**config.mk**
```make
export PLATFORM = sky130hd
export DESIGN_NAME = csr
export DESIGN_NICKNAME = d
export VERILOG_FILES = /design/src/rtl/csr.sv
export SDC_FILE = /design/constraint.sdc
export NUM_CORES = 1
export LEC_CHECK = 0
export CORE_ASPECT_RATIO = 1.4
export CORE_MARGIN = 2
export CORE_UTILIZATION = 57
export DETAILED_ROUTE_END_ITERATION = 6
export MAX_ROUTING_LAYER = met4
export PLACE_DENSITY = 0.93
export SLEW_MARGIN = 20
export SYNTH_ARGS = -nofsm -noshare
export SYNTH_HDL_FRONTEND = slang
export SYNTH_SLANG_ARGS = --single-unit
export TNS_END_PERCENT = 30
```
**constraint.sdc**
```tcl
create_clock -name clk -period 3.33 [get_ports clk]
set_clock_uncertainty 0.1 [all_clocks]
set_input_delay 0.4995 -clock clk [delete_from_list [all_inputs] [get_ports clk]]
set_output_delay 0.4995 -clock clk [all_outputs]
set_load 0.005 [all_outputs]
```
**src/rtl/csr.sv**
```systemverilog
// Machine-mode CSR unit: CSR read/modify/write, 64-bit cycle/instret counters,
// external/timer interrupt entry, MRET and WFI sleep with pipeline stall.
module csr #(
    parameter logic [31:0] MTVEC_RST = 32'h0001_0000
) (
    input  logic        clk,
    input  logic        rst,
    input  logic        ex_valid,
    input  logic [31:0] pc,
    input  logic [11:0] csr_addr,
    input  logic [31:0] rs1_rdata,
    input  logic        reg_wr,
    input  logic        wr,
    input  logic        set,
    input  logic        clr,
    input  logic        mret,
    input  logic        wfi,
    input  logic        retire,
    input  logic        ext_irq,
    input  logic        timer_irq,
    output logic [31:0] rd_wdata,
    output logic        trap_valid,
    output logic [31:0] trap_pc,
    output logic        ret_valid,
    output logic [31:0] ret_pc,
    output logic        stall
);
    typedef enum logic {RUN, SLEEP} state_t;

    state_t      state_reg, state_next;
    logic        mstatus_mie_reg, mstatus_mpie_reg;
    logic        mie_mtie_reg, mie_meie_reg;
    logic        mip_mtip_reg, mip_meip_reg;
    logic [31:2] mtvec_reg, mepc_reg, wfi_pc_reg;

    logic [31:0] mstatus_val, mie_val, mip_val, old_val, new_val;
    logic [63:0] mcycle, minstret;
    logic        pending, take, cmd_active, csr_write, do_ret;

    assign mstatus_val = {19'd0, 2'b11, 3'd0, mstatus_mpie_reg, 3'd0, mstatus_mie_reg, 3'd0};
    assign mie_val     = {20'd0, mie_meie_reg, 3'd0, mie_mtie_reg, 7'd0};
    assign mip_val     = {20'd0, mip_meip_reg, 3'd0, mip_mtip_reg, 7'd0};

    assign pending = (mip_mtip_reg & mie_mtie_reg) | (mip_meip_reg & mie_meie_reg);
    assign take    = mstatus_mie_reg & pending & ((state_reg == RUN) ? ex_valid : 1'b1);

    // Commands only execute in RUN; an interrupted instruction is replayed after return.
    assign cmd_active = ex_valid & (state_reg == RUN) & ~take;
    assign csr_write  = cmd_active & (wr | ((set | clr) & (|rs1_rdata)));
    assign do_ret     = cmd_active & mret;

    always_comb begin
        old_val = 32'd0;
        case (csr_addr)
            12'h300:          old_val = mstatus_val;
            12'h304:          old_val = mie_val;
            12'h305:          old_val = {mtvec_reg, 2'b00};
            12'h341:          old_val = {mepc_reg, 2'b00};
            12'h344:          old_val = mip_val;
            12'hB00, 12'hC00: old_val = mcycle[31:0];
            12'hB80, 12'hC80: old_val = mcycle[63:32];
            12'hB02, 12'hC02: old_val = minstret[31:0];
            12'hB82, 12'hC82: old_val = minstret[63:32];
            default:          old_val = 32'd0;
        endcase
    end

    always_comb begin
        new_val = old_val & ~rs1_rdata;
        if (wr)
            new_val = rs1_rdata;
        else if (set)
            new_val = old_val | rs1_rdata;
    end

    always_comb begin
        state_next = state_reg;
        case (state_reg)
            RUN:     if (cmd_active && wfi) state_next = SLEEP;
            SLEEP:   if (pending) state_next = RUN;
            default: state_next = RUN;
        endcase
    end

    // Pulses are masked during reset so nothing escapes in the reset cycle.
    assign rd_wdata   = (!rst && ex_valid && reg_wr) ? old_val : 32'd0;
    assign trap_valid = ~rst & take;
    assign trap_pc    = {mtvec_reg, 2'b00};
    assign ret_valid  = ~rst & do_ret;
    assign ret_pc     = {mepc_reg, 2'b00};
    assign stall      = ~rst & (state_reg == SLEEP) & ~pending;

    always_ff @(posedge clk) begin
        if (rst) begin
            state_reg        <= RUN;
            mstatus_mie_reg  <= 1'b0;
            mstatus_mpie_reg <= 1'b0;
            mie_mtie_reg     <= 1'b0;
            mie_meie_reg     <= 1'b0;
            mip_mtip_reg     <= 1'b0;
            mip_meip_reg     <= 1'b0;
            mtvec_reg        <= MTVEC_RST[31:2];
            mepc_reg         <= 30'd0;
            wfi_pc_reg       <= 30'd0;
        end else begin
            state_reg    <= state_next;
            mip_mtip_reg <= timer_irq;
            mip_meip_reg <= ext_irq;
            if (take) begin
                mepc_reg         <= (state_reg == RUN) ? pc[31:2] : wfi_pc_reg;
                mstatus_mpie_reg <= mstatus_mie_reg;
                mstatus_mie_reg  <= 1'b0;
            end else if (do_ret) begin
                mstatus_mie_reg  <= mstatus_mpie_reg;
                mstatus_mpie_reg <= 1'b1;
            end else if (csr_write && csr_addr == 12'h300) begin
                mstatus_mie_reg  <= new_val[3];
                mstatus_mpie_reg <= new_val[7];
            end
            if (cmd_active && wfi)
                wfi_pc_reg <= pc[31:2] + 30'd1;
            if (csr_write && csr_addr == 12'h304) begin
                mie_mtie_reg <= new_val[7];
                mie_meie_reg <= new_val[11];
            end
            if (csr_write && csr_addr == 12'h305)
                mtvec_reg <= new_val[31:2];
            if (csr_write && csr_addr == 12'h341)
                mepc_reg <= new_val[31:2];
        end
    end

    // Counter 0 = mcycle, counter 1 = minstret; a write to either half freezes the other half.
    genvar gi;
    generate
        for (gi = 0; gi < 2; gi++) begin : gen_cnt
            localparam logic [11:0] LO_ADDR = (gi == 0) ? 12'hB00 : 12'hB02;
            localparam logic [11:0] HI_ADDR = LO_ADDR | 12'h080;
            logic [63:0] count_reg, count_next, inc;

            assign inc = (gi == 0) ? 64'd1 : {63'd0, retire};

            always_comb begin
                count_next = count_reg + inc;
                if (csr_write && csr_addr == LO_ADDR)
                    count_next = {count_reg[63:32], new_val};
                else if (csr_write && csr_addr == HI_ADDR)
                    count_next = {new_val, count_reg[31:0]};
            end

            always_ff @(posedge clk) begin
                if (rst)
                    count_reg <= 64'd0;
                else
                    count_reg <= count_next;
            end
        end
    endgenerate

    assign mcycle   = gen_cnt[0].count_reg;
    assign minstret = gen_cnt[1].count_reg;
endmodule

```
==> flow_results.xml, run 1 <==
<?xml version="1.0" encoding="UTF-8"?>
<metrics>
  <group name="clocking">
    <metric name="root_buffer_selected_by_cts" unit="">clkbuf_16</metric>
    <metric name="clock_sink_count" unit="">225</metric>
    <metric name="cts_made_buffers" unit="">23</metric>
    <metric name="clockBufferDepth" unit="">3</metric>
    <metric name="ctsHtreeMaxLevel" unit="">1</metric>
    <metric name="ctsHoldBuffers" unit="">0</metric>
  </group>
  <group name="placement">
    <metric name="gp_congestion" unit="">1.242</metric>
    <metric name="detailed_place_hpwl" unit="mm">51.94</metric>
    <metric name="port-buffer-count" unit="">180</metric>
  </group>
  <group name="synth">
    <metric name="synth_enable_flop_cells" unit="">0</metric>
    <metric name="synth_top_area_share" unit="%">30.29</metric>
    <metric name="proportion_of_register_bits_with_asynchronous_set_or_reset_after_synthesis" unit="%">0</metric>
    <metric name="synthesis.yosys.warnings" unit="">0</metric>
    <metric name="post_synthesis_sequential_area_ratio" unit="%">30.29</metric>
    <metric name="number_of_flip_flops_and_latches_in_the_synthesized_netlist" unit="">225</metric>
    <metric name="postSynth.topFlopCell" unit="">dfxtp_1</metric>
    <metric name="synth.avg_cell_area" unit="sq um">8.000</metric>
    <metric name="cell_type_with_the_largest_total_area_after_synthesis" unit="">dfxtp_1</metric>
    <metric name="synth.cell_area" unit="sq um">14870</metric>
    <metric name="synthDistinctLibCells" unit="">96</metric>
    <metric name="synth_area_leaders" unit="">dfxtp_1 30%, nor2_1 5.2%, nand2_1 5.0%</metric>
    <metric name="synthesis.instances" unit="">1859</metric>
  </group>
  <group name="global_route">
    <metric name="grt_pass1_wl" unit="mm">163.6</metric>
    <metric name="globalRouteOverflowTotal" unit="">150</metric>
    <metric name="grt.total_usage" unit="%">82.16</metric>
    <metric name="grt_pass1_vias" unit="">24130</metric>
    <metric name="largest_net_degree_at_the_start_of_global_routing" unit="">195</metric>
  </group>
  <group name="floorplan">
    <metric name="io-pin-count" unit="">187</metric>
    <metric name="num_rows" unit="">70</metric>
    <metric name="initial_core_utilization" unit="%">57.36</metric>
    <metric name="die_height" unit="microns">195.1</metric>
    <metric name="floorplan.die.width" unit="microns">140.5</metric>
  </group>
  <group name="status">
    <metric name="lastStage" unit="">global routing (5_1_grt)</metric>
    <metric name="run.stop_error" unit="">[ERROR GRT-0116] Global routing finished with congestion. Check the congestion regions in the DRC Viewer.</metric>
    <metric name="status" unit="">stopped before the end</metric>
  </group>
</metrics>
-- Yosys cell counts, drive strengths merged, types with 29 or more instances --
library cell / n
nor2: 211
a211oi: 93
clkbuf: 71
xnor2: 46
xor2: 40
nor3: 60
o211ai: 36
and3: 30
nor4: 49
o21ai: 80
mux2i: 36
a21oi: 107
nand4: 53
dfxtp: 225
nand2: 201
nand3: 68
buf: 69
a22oi: 29
-- cells by family after synthesis --
kind of cell / after synthesis / share of synthesized area (%)
compound gates: 529 / 26.20
xor+xnor: 86 / 5.065
fa+ha+maj: 4 / 0.3365
buf+inv: 162 / 5.107
flops: 225 / 30.29
mux: 52 / 4.619
other cells: 1 / 0.02522
simple gates: 800 / 28.36
-- per-layer routing --
layer  global-route usage [%]  GRT overflow
met2                    92.61            64
met3                    73.25            11
met1                    78.39            11
met5                        -             -
met4                    83.33            64
-- per-stage QoR --
stage | std cells | worst slack, ns | hold slack, ns | utilization, % | instance area, sq um
2_1_floorplan | 1862 | 0.5816 | 0.3360 | - | 14880
3_3_place_gp | 2507 | -0.3543 | 0.3465 | 72.70 | 18850
3_5_place_dp | 2508 | -0.4490 | 0.3633 | 72.80 | 18870
4_1_cts | 2562 | -0.2206 | 0.3724 | 76.67 | 19880
-- repair_timing --
action | 4_1_cts
cloned | 0
resized for setup | 53
pin swaps | 14
setup endpoints to repair | 37
setup buffers | 13
==> inputs of run 2 (changes only) <==
--- a/config.mk
+++ b/config.mk
@@ -5,12 +5,10 @@
 export SDC_FILE = /design/constraint.sdc
 export NUM_CORES = 1
 export LEC_CHECK = 0
-export CORE_ASPECT_RATIO = 1.4
 export CORE_MARGIN = 2
-export CORE_UTILIZATION = 57
+export CORE_UTILIZATION = 40
 export DETAILED_ROUTE_END_ITERATION = 6
-export MAX_ROUTING_LAYER = met4
-export PLACE_DENSITY = 0.93
+export PLACE_DENSITY_LB_ADDON = 0.15
 export SLEW_MARGIN = 20
 export SYNTH_ARGS = -nofsm -noshare
 export SYNTH_HDL_FRONTEND = slang
==> flow_results.xml, run 2 <==
<?xml version="1.0" encoding="UTF-8"?>
<metrics>
  <group name="routing">
    <metric name="detail_route.first_pass.iterations" unit="">7</metric>
    <metric name="drt-initial-drc-count" unit="">2170</metric>
    <metric name="detail_route.drc_violations" unit="">6</metric>
    <metric name="detailroute.via_count" unit="">17820</metric>
    <metric name="route.final.wire_length" unit="mm">77.10</metric>
    <metric name="postRouteAntennaNets" unit="">0</metric>
    <metric name="wl_per_cell" unit="microns">27.84</metric>
    <metric name="detail_route.vias_per_cell" unit="">6.435</metric>
  </group>
  <group name="floorplan">
    <metric name="io-pin-count" unit="">187</metric>
    <metric name="num_rows" unit="">70</metric>
    <metric name="floorplan.die.width" unit="microns">196.8</metric>
    <metric name="initial_core_utilization" unit="%">40.62</metric>
    <metric name="die_height" unit="microns">196.8</metric>
    <metric name="floorplan.die_area" unit="sq um">38740</metric>
    <metric name="fp.coreArea" unit="sq um">36610</metric>
  </group>
  <group name="sta">
    <metric name="final_hold_viol_count" unit="">0</metric>
    <metric name="slew_headroom" unit="%">26.13</metric>
    <metric name="finish_stage_setup_viols" unit="">4</metric>
    <metric name="final_critical_path_setup_slack" unit="ns">-0.2302</metric>
    <metric name="tightestPinTransition" unit="ns">1.108</metric>
    <metric name="slew_viol_final" unit="">0</metric>
    <metric name="maxClockFrequency" unit="MHz">280.9</metric>
    <metric name="fin_hold_ws" unit="ns">0.3691</metric>
    <metric name="post-route-min-period" unit="ns">3.560</metric>
    <metric name="setup-tns-final" unit="ns">-0.7219</metric>
    <metric name="fin_crit_sh" unit="%">106.9</metric>
    <metric name="grt_setup_unrepaired" unit="">yes</metric>
  </group>
  <group name="placement">
    <metric name="dpl_worst_slack" unit="ns">-0.6056</metric>
    <metric name="dpl-instance-area" unit="sq um">19620</metric>
    <metric name="detailed_place_hpwl" unit="mm">60.28</metric>
    <metric name="port-buffer-count" unit="">180</metric>
    <metric name="gp_congestion" unit="">1.079</metric>
  </group>
  <group name="setup_path">
    <metric name="path_class" unit="">primary input to output port</metric>
    <metric name="critical_path_required" unit="ns">2.73</metric>
    <metric name="cp_num_buf_inv" unit="">6</metric>
    <metric name="endpoint_kind_of_the_worst_setup_timing_path" unit="">output port</metric>
    <metric name="critical_path.slowest_cell" unit="">clkdlybuf4s50_1</metric>
    <metric name="top_cell_family_by_delay_on_the_critical_path" unit="">buffers and inverters</metric>
    <metric name="cp_cell_sequence" unit="">dlygate4sd2_1 &gt; buf_4 &gt; nor4_4 &gt; buf_12 &gt; buf_4 &gt; a22oi_1 &gt; o22ai_1 &gt; a222oi_1 &gt; buf_4 &gt; nor2_1 &gt; clkdlybuf4s50_1</metric>
    <metric name="worstSetupStartpointType" unit="">primary input</metric>
    <metric name="crit_path_most_repeated_cell" unit="">buf_4</metric>
    <metric name="critical_path.max_fanout" unit="">9</metric>
    <metric name="worst_ep_arrival_time" unit="ns">2.96</metric>
    <metric name="worst_path_max_stage_delay" unit="ns">0.48</metric>
  </group>
  <group name="power">
    <metric name="cellPowerDensity" unit="nW/um^2">328.6</metric>
    <metric name="irDropWorstVdd" unit="mV">0.2819</metric>
    <metric name="p_leak" unit="nW">7.249</metric>
  </group>
  <group name="synth">
    <metric name="cell_type_with_the_largest_total_area_after_synthesis" unit="">dfxtp_1</metric>
    <metric name="post_synthesis_sequential_area_ratio" unit="%">30.29</metric>
    <metric name="synth_top_area_share" unit="%">30.29</metric>
    <metric name="synthesis.instances" unit="">1859</metric>
    <metric name="synthesis.yosys.warnings" unit="">0</metric>
    <metric name="synth_most_common_cell" unit="">dfxtp_1</metric>
    <metric name="number_of_flip_flops_and_latches_in_the_synthesized_netlist" unit="">225</metric>
    <metric name="synth.avg_cell_area" unit="sq um">8.000</metric>
    <metric name="synthDistinctLibCells" unit="">96</metric>
    <metric name="synth_area_leaders" unit="">dfxtp_1 30%, nor2_1 5.2%, nand2_1 5.0%</metric>
    <metric name="synth.cell_area" unit="sq um">14870</metric>
    <metric name="synth_enable_flop_cells" unit="">0</metric>
    <metric name="synth.cells.most_frequent" unit="">225 x dfxtp_1, 207 x nor2_1, 199 x nand2_1, 105 x a21oi_1, 84 x a211oi_1</metric>
    <metric name="postSynth.topFlopCell" unit="">dfxtp_1</metric>
    <metric name="proportion_of_register_bits_with_asynchronous_set_or_reset_after_synthesis" unit="%">0</metric>
  </group>
  <group name="layout">
    <metric name="drive_above_1_share" unit="%">22.90</metric>
    <metric name="commonest_cells_after_routing_fill_and_taps_aside" unit="">304 x buf_4, 224 x dfxtp_1, 204 x nor2_1, 199 x nand2_1, 139 x clkdlybuf4s50_1</metric>
    <metric name="fill_cells" unit="">3420</metric>
    <metric name="most_common_cell_after_layout_fill_and_taps_aside" unit="">buf_4</metric>
    <metric name="largest_register_ff_count" unit="">128</metric>
    <metric name="final_net_count" unit="">2373</metric>
    <metric name="fin_area" unit="sq um">20750</metric>
    <metric name="antenna_cells" unit="">0</metric>
    <metric name="layout-area-overhead-vs-synth" unit="%">39.52</metric>
  </group>
  <group name="status">
    <metric name="status" unit="">finished, violations left</metric>
    <metric name="failed_checks" unit="">DRC, setup timing</metric>
  </group>
  <group name="global_route">
    <metric name="largest_net_degree_at_the_start_of_global_routing" unit="">89</metric>
    <metric name="globalRouteOverflowTotal" unit="">0</metric>
    <metric name="grt_pass1_wl" unit="mm">112.0</metric>
    <metric name="grt.total_usage" unit="%">38.87</metric>
    <metric name="antenna_found_initial" unit="">1</metric>
    <metric name="grt_pass1_vias" unit="">16610</metric>
  </group>
  <group name="clocking">
    <metric name="worst_skew_pair.late_latency" unit="ns">0.58</metric>
    <metric name="clock_transition_time_at_the_flip_flop_clock_pins_of_the_worst_setup_and_hold_paths" unit="ns">0.06</metric>
    <metric name="tritoncts" unit="">built</metric>
    <metric name="cts_made_buffers" unit="">29</metric>
    <metric name="root_buffer_selected_by_cts" unit="">clkbuf_16</metric>
    <metric name="clockBufferDepth" unit="">3</metric>
    <metric name="ctsHtreeMaxLevel" unit="">1</metric>
    <metric name="clock_sink_count" unit="">225</metric>
  </group>
  <group name="run">
    <metric name="reported_max_cap_violation_count" unit="">0</metric>
  </group>
  <group name="worst_hold_path">
    <metric name="hp-class" unit="">flop to flop</metric>
  </group>
</metrics>
## run 2: cell families after synthesis
group,after synthesis,share of synthesized area [%]
multiplexers,52,4.619
AO/OA/AOI/OAI,529,26.20
XOR/XNOR,86,5.065
flip-flops,225,30.29
other,1,0.02522
AND/OR/NAND/NOR,800,28.36
adder cells (fa/ha/maj),4,0.3365
buffers and inverters,162,5.107
## run 2: final cells by class
cell class / instances / area [sq um] / share of cell area [%]
Tap cell: 468 / 585.6 / 2.822
Multi-Input combinational cell: 1475 / 9776 / 47.11
Clock buffer: 44 / 852.1 / 4.107
Timing Repair Buffer: 528 / 4858 / 23.42
Clock inverter: 7 / 88.84 / 0.4282
Sequential cell: 225 / 4506 / 21.72
Inverter: 22 / 82.58 / 0.3980
## run 2: worst paths after layout
kind | slack [ns] | depth (start not counted) | start | endpoint
setup / recovery | -0.23 | 11 | csr_addr[1] | rd_wdata[5]
hold / removal | 0.37 | 2 | wfi_pc_reg[3] | wfi_pc_reg[3]
setup reg to reg | 0.31 | 10 | gen_cnt[1].count_reg[0] | gen_cnt[1].count_reg[60]
hold reg to reg | 0.37 | 2 | wfi_pc_reg[3] | wfi_pc_reg[3]
## run 2: through the flow
stage               utilization, %  instances  power [mW]
finish                       56.67       2769       6.819
global route                 56.67       2769       6.963
CTS                          56.55       2766       6.806
floorplan                        -       1862       3.147
global placement             53.53       2707       3.641
detailed placement           53.59       2708       3.647
## run 2: what timing repair did
action                                 CTS  global route
setup endpoints to repair               32            22
endpoints found under the hold margin    0             0
setup buffers                            7             3
resized for setup                       62            22
hold buffers                             0             0
pin swaps                               12            10
## run 2: power breakdown
group          internal, mW  switching [mW]  leakage [nW]
Sequential             2.73          0.0275          1.82
Combinational         0.366           0.497          4.96
Clock                  1.90            1.30         0.465
Total                  4.99            1.82          7.25
## run 2: worst reg2reg max path: stages (launching register included)
cell	delay [ns]
dfxtp_1	0.36
ha_1	0.18
ha_1	0.16
and4_1	0.29
nand4_1	0.14
or4_1	0.64
nor3_2	0.29
buf_4	0.20
nand4_1	0.09
or3_1	0.31
a31oi_1	0.17
## run 2: layer usage
layer	share of wire, %	wire length, microns	GRT usage [%]
met3	11	8166	7.290
met1	40	31160	52.01
met2	44	34010	61.35
met4	4.9	3745	16.40
met5	0.016	12	0
Note: power is estimated with default switching activity, not from simulation.
